File: config.mk
export PLATFORM = sky130hd
export DESIGN_NAME = target_max_arbiter
export DESIGN_NICKNAME = d
export VERILOG_FILES = /design/src/rtl/dqn_pkg.sv /design/src/rtl/fp32_greater.sv /design/src/rtl/target_max_arbiter.sv
export SDC_FILE = /design/constraint.sdc
export NUM_CORES = 1
export LEC_CHECK = 0
export ABC_AREA = 0
export BUFFER_PORTS_ARGS = -buffer_cell sky130_fd_sc_hd__buf_2
export CORE_AREA = 2 2 70 138
export CTS_CLUSTER_SIZE = 12
export DETAILED_ROUTE_END_ITERATION = 7
export DIE_AREA = 0 0 72 140
export PLACE_DENSITY = 0.87
export RECOVER_POWER = 100
export SYNTH_ARGS = -nofsm -noshare
export SYNTH_HDL_FRONTEND = slang
export SYNTH_SLANG_ARGS = --single-unit
File: constraint.sdc
create_clock -name clk -period 7.55 [get_ports clk]
set_input_delay 0.3775 -clock clk [delete_from_list [all_inputs] [get_ports clk]]
set_output_delay 0.3775 -clock clk [all_outputs]
set_load 0.01 [all_outputs]
File: src/rtl/dqn_pkg.sv
// Shared definitions for the DQN output-layer blocks: FP32 field layout,
// arbiter state encoding and requester IDs.
package dqn_pkg;

    localparam int FP32_WIDTH    = 32;
    localparam int FP32_SIGN_BIT = 31;
    localparam int FP32_EXP_MSB  = 30;
    localparam int FP32_EXP_LSB  = 23;
    localparam int FP32_MAN_MSB  = 22;
    localparam int FP32_MAN_LSB  = 0;

    typedef enum logic {
        ST_IDLE    = 1'b0,
        ST_COLLECT = 1'b1
    } arb_state_t;

    localparam logic REQ_TARGET = 1'b0;
    localparam logic REQ_POLICY = 1'b1;

    function automatic logic fp32_sign(input logic [FP32_WIDTH-1:0] v);
        return v[FP32_SIGN_BIT];
    endfunction

    // Exponent and mantissa concatenated: the magnitude as an ordered integer.
    function automatic logic [FP32_WIDTH-2:0] fp32_mag(input logic [FP32_WIDTH-1:0] v);
        return {v[FP32_EXP_MSB:FP32_EXP_LSB], v[FP32_MAN_MSB:FP32_MAN_LSB]};
    endfunction

endpackage

File: src/rtl/fp32_greater.sv
// Combinational strict greater-than on raw IEEE-754 single bits.
// Signed zeros compare equal; NaN/Inf are ordered by their bit patterns.
module fp32_greater
    import dqn_pkg::*;
(
    input  logic [FP32_WIDTH-1:0] a,
    input  logic [FP32_WIDTH-1:0] b,
    output logic                  a_gt_b
);

    logic                  sign_a;
    logic                  sign_b;
    logic [FP32_WIDTH-2:0] mag_a;
    logic [FP32_WIDTH-2:0] mag_b;

    assign sign_a = fp32_sign(a);
    assign sign_b = fp32_sign(b);
    assign mag_a  = fp32_mag(a);
    assign mag_b  = fp32_mag(b);

    always_comb begin
        // NOTE: every combinational output gets a default first so no path infers a latch.
        a_gt_b = 1'b0;
        case ({sign_a, sign_b})
            2'b00:   a_gt_b = (mag_a > mag_b);
            2'b11:   a_gt_b = (mag_a < mag_b);
            // Positive beats negative unless both are zero (+0 == -0).
            2'b01:   a_gt_b = (|mag_a) || (|mag_b);
            default: a_gt_b = 1'b0;
        endcase
    end

endmodule

File: src/rtl/target_max_arbiter.sv
// Round-robin shared max/argmax engine: one requester owns a whole frame,
// the frame is reduced serially and the max, its index and the owner are reported.
module target_max_arbiter
    import dqn_pkg::*;
#(
    parameter int DATA_WIDTH            = 32,
    parameter int NUMBER_OF_OUTPUT_NODE = 3,
    parameter int INDEX_WIDTH           = 2
) (
    input  logic                   clk,
    input  logic                   rst_n,
    input  logic                   req0_valid,
    input  logic [DATA_WIDTH-1:0]  req0_data,
    output logic                   req0_ready,
    input  logic                   req1_valid,
    input  logic [DATA_WIDTH-1:0]  req1_data,
    output logic                   req1_ready,
    output logic                   o_valid,
    output logic [DATA_WIDTH-1:0]  o_data,
    output logic [INDEX_WIDTH-1:0] o_index,
    output logic                   o_id
);

    localparam logic [INDEX_WIDTH-1:0] LAST_IDX = INDEX_WIDTH'(NUMBER_OF_OUTPUT_NODE - 1);

    arb_state_t             state;
    arb_state_t             state_next;
    logic                   grant_id;
    logic                   grant_next;
    logic                   prio;
    logic [INDEX_WIDTH-1:0] count;
    logic [DATA_WIDTH-1:0]  best_val;
    logic [INDEX_WIDTH-1:0] best_idx;

    logic                   beat_valid;
    logic [DATA_WIDTH-1:0]  beat_data;
    logic                   accept;
    logic                   last_beat;
    logic                   beat_gt;
    logic                   take_beat;
    logic [DATA_WIDTH-1:0]  cand_val;
    logic [INDEX_WIDTH-1:0] cand_idx;

    // Ready depends only on registered state, so valid never loops back into ready.
    assign beat_valid = (grant_id == REQ_POLICY) ? req1_valid : req0_valid;
    assign beat_data  = (grant_id == REQ_POLICY) ? req1_data  : req0_data;
    assign accept     = (state == ST_COLLECT) && beat_valid;
    assign last_beat  = (count == LAST_IDX);

    fp32_greater u_cmp (
        .a      (beat_data),
        .b      (best_val),
        .a_gt_b (beat_gt)
    );

    // Beat 0 always loads; later beats replace only when strictly greater.
    assign take_beat = (count == '0) || beat_gt;
    assign cand_val  = take_beat ? beat_data : best_val;
    assign cand_idx  = take_beat ? count     : best_idx;

    always_comb begin
        state_next = state;
        grant_next = grant_id;
        req0_ready = 1'b0;
        req1_ready = 1'b0;
        case (state)
            ST_IDLE: begin
                if (req0_valid || req1_valid) begin
                    state_next = ST_COLLECT;
                    if (req0_valid && req1_valid) begin
                        grant_next = prio;
                    end else begin
                        grant_next = req1_valid ? REQ_POLICY : REQ_TARGET;
                    end
                end
            end
            ST_COLLECT: begin
                req0_ready = (grant_id == REQ_TARGET);
                req1_ready = (grant_id == REQ_POLICY);
                if (accept && last_beat) begin
                    state_next = ST_IDLE;
                end
            end
            default: state_next = ST_IDLE;
        endcase
    end

    always_ff @(posedge clk) begin
        // NOTE: registered state uses non-blocking assignments so every flop sees pre-edge values.
        if (rst_n) begin
            state    <= ST_IDLE;
            grant_id <= REQ_TARGET;
        end else begin
            state    <= state_next;
            grant_id <= grant_next;
        end
    end

    always_ff @(posedge clk) begin
        if (rst_n) begin
            prio     <= REQ_TARGET;
            count    <= '0;
            best_val <= '0;
            best_idx <= '0;
            o_valid  <= 1'b0;
            o_data   <= '0;
            o_index  <= '0;
            o_id     <= REQ_TARGET;
        end else begin
            o_valid <= 1'b0;
            if ((state == ST_IDLE) && (req0_valid || req1_valid)) begin
                count <= '0;
            end
            if (accept) begin
                best_val <= cand_val;
                best_idx <= cand_idx;
                if (last_beat) begin
                    o_valid <= 1'b1;
                    o_data  <= cand_val;
                    o_index <= cand_idx;
                    o_id    <= grant_id;
                    prio    <= ~grant_id;
                    count   <= '0;
                end else begin
                    count <= count + 1'b1;
                end
            end
        end
    end

endmodule

==> results.py <==
metrics = {
    "sta": {
        "finalCritPeriodShare": 0.781,
        "hold_violations": 0,
        "fmax_mhz": 170,
        "layout_min_cycle_time_ps": 5900,
        "finalMaxSlewViolations": 106,
        "finClkSkew_ps": 8.43,
        "rsz0062_at_grt": "false",
        "setup_viol": 0,
        "fin_setup_tns_ps": 0,
        "tightest_slew_ps": 3070,
        "maxSlewHeadroom": -1.05,
    },
    "power": {
        "p_leak_nw": 2.08,
        "powerDensity_nw_per_um2": 194,
        "ir_drop_mv": 0.135,
    },
    "critical_path": {
        "critPathMaxFanout": 24,
        "crit_type": "flop to flop",
        "arrival_ps": 6140,
        "required_ps": 7790,
        "cp-start-kind": "flop",
        "critPathMaxStageDelay_ps": 1330,
        "cp_slowest_cell": "clkbuf_1",
        "critPathCaptureType": "flop",
        "cp_top_family": "compound AO/OA/AOI/OAI gates",
        "critPathBufInv": 2,
        "path_cells": "clkbuf_1 > mux2i_1 > inv_1 > ha_1 > a41oi_2 > o21ai_0 > a221oi_2 > a21boi_1 > nor4b_4 > o21ai_1 > a211oi_1",
    },
    "logic_synthesis": {
        "synth_top_area_cell": "dfxtp_1",
        "synth_cell_types": 50,
        "ys_ff_latch": 75,
        "synth-seq-area-share": 0.311,
        "synth_area_sq_um": 4830,
        "syn_area_per_cell_sq_um": 8.11,
        "syn-num-nets": 695,
        "async_flop_share": 0,
        "synth_flop_cell": "dfxtp_1",
        "synthCells": 596,
        "synth_warnings": 0,
        "synth.area.top_cells": "dfxtp_1 31%, mux2i_1 9.7%, ha_1 8.0%",
        "synth_edf_count": 0,
        "synth_top_cell_area_share": 0.311,
    },
    "flow_run": {
        "maxCapViolCount": 2,
    },
    "grt": {
        "grt_pass1_wl_microns": 24000,
        "antenna_found_initial": 0,
        "grt_overflow": 0,
        "grt_max_degree": 81,
        "first_global_vias": 5163,
        "grt_usage": 0.304,
    },
    "die": {
        "rows": 49,
        "io-pin-count": 106,
        "core_area_sq_um": 9010,
        "die_width_microns": 72,
        "initial_core_util": 0.536,
        "die_area_sq_um": 10100,
        "fp.dieH_microns": 140,
    },
    "cts": {
        "cts-resized-gates": 0,
        "hold_buffers": 0,
        "cts_buffer_depth": 2,
        "cts.sinks": 75,
        "cts_tree": "built",
        "post_cts_buffers": 0,
        "htree_levels": 3,
        "clk_pin_slew_ps": 60,
        "numCtsBuffers": 9,
        "clock_latency_ps": 340,
        "cts_root_buffer": "clkbuf_16",
    },
    "routing": {
        "num_vias": 5057,
        "drt-initial-drc-count": 494,
        "drc_errors": 0,
        "wl_microns": 15200,
        "wl_per_cell_microns": 19.5,
        "dr.pass1.iters": 5,
        "ant_nets": 0,
        "viasPerCell": 6.47,
    },
    "min_path": {
        "holdCritPathClass": "input port to flop",
    },
    "cells_and_area": {
        "nets": 774,
        "drive_above_1_share": 0.149,
        "stdcell_area_sq_um": 5630,
        "diodes": 0,
        "syn_to_final_growth_pct": 16.4,
    },
    "run_status": {
        "run_status": "finished, violations left",
        "violations": "max-capacitance violations, max-slew violations",
    },
    "place": {
        "place_congestion": 0.972,
        "placedInstanceArea_sq_um": 5380,
        "dp_hpwl_microns": 11400,
        "port_buffers": 105,
    },
}
routing by layer:
metal	vias up	GRT usage	wire, microns
met3	77	0.0532	720
met4	0	0.255	1210
met5	-	0	0
met1	2371	0.298	5350
li1	2379	-	-
met2	230	0.534	7970
worst paths after layout:
check	start	end	slack [ps]	cells after the start
min	req0_valid	state	370	3
min reg2reg	o_id	o_id	490	2
max reg2reg	grant_id	best_val[9]	1650	11
max	grant_id	best_val[9]	1650	11
flip-flops by register name, summed over array words and instances (netlist names):
signal / flops
best_idx: 2
best_val: 32
count: 2
grant_id: 1
o_data: 32
o_id: 1
o_index: 2
o_valid: 1
prio: 1
state: 1
final cells by class:
type	count	area, sq um
multi-input cells	409	2910
repair buffers	113	527
clock inverters	6	80.1
flip-flops and latches	75	1500
inverters	67	251
well taps	102	128
fillers	791	3390
clock buffers	10	229
per-stage QoR:
stage	total power [mW]	std cells	setup WS, ps	hold WS [ps]	util
finish	1.09	782	1650	375	0.624
global route	1.13	782	1320	375	0.624
CTS	1.09	782	2940	366	0.631
detailed placement	0.642	766	3010	469	0.597
global placement	0.632	766	3190	438	0.597
floorplan	0.570	596	3820	461	-
power by group:
group | leakage (nW) | internal, mW | switching, mW
registers | 0.609 | 0.410 | 0.0130
logic | 1.32 | 0.0779 | 0.138
clock network | 0.156 | 0.287 | 0.168
total | 2.08 | 0.775 | 0.319
logic make-up after synthesis:
logic type | count (synthesis) | share of synthesized area
buffers and inverters | 112 | 0.0926
adder cells (fa/ha/maj) | 31 | 0.0802
flip-flops | 75 | 0.311
AND/OR/NAND/NOR | 215 | 0.243
multiplexers | 48 | 0.0996
AO/OA/AOI/OAI | 115 | 0.174
synthesized netlist by cell type (18+ instances only):
| cell | n |
|---|---|
| dfxtp_1 | 75 |
| inv_1 | 66 |
| nand3_1 | 65 |
| mux2i_1 | 47 |
| nand2_1 | 45 |
| clkbuf_1 | 34 |
| a211oi_1 | 32 |
| ha_1 | 31 |
| nor4_1 | 26 |
| a21oi_1 | 22 |
| nor3_1 | 19 |
| o211ai_1 | 18 |
cells in the final DEF (no fill, tap or decap), types with 3 or more instances in the layout:
cell type	count
clkinv_2	4
o311ai_0	13
o21ai_0	12
nand3b_1	3
mux2i_1	47
a21oi_1	22
nor4_1	26
ha_1	31
buf_2	67
dfxtp_1	75
nor3_1	19
nand2_1	45
a211oi_1	32
clkbuf_16	9
buf_4	5
inv_1	66
nand3_1	65
o211ai_1	18
clkbuf_1	42
nand4_1	13
or4_1	15
nor2_1	13
worst min-delay path: stages:
cell and delay [ps]:
buf_2 110, nor3_1 60, nor3_1 110
(Power assumes the default switching activity.)
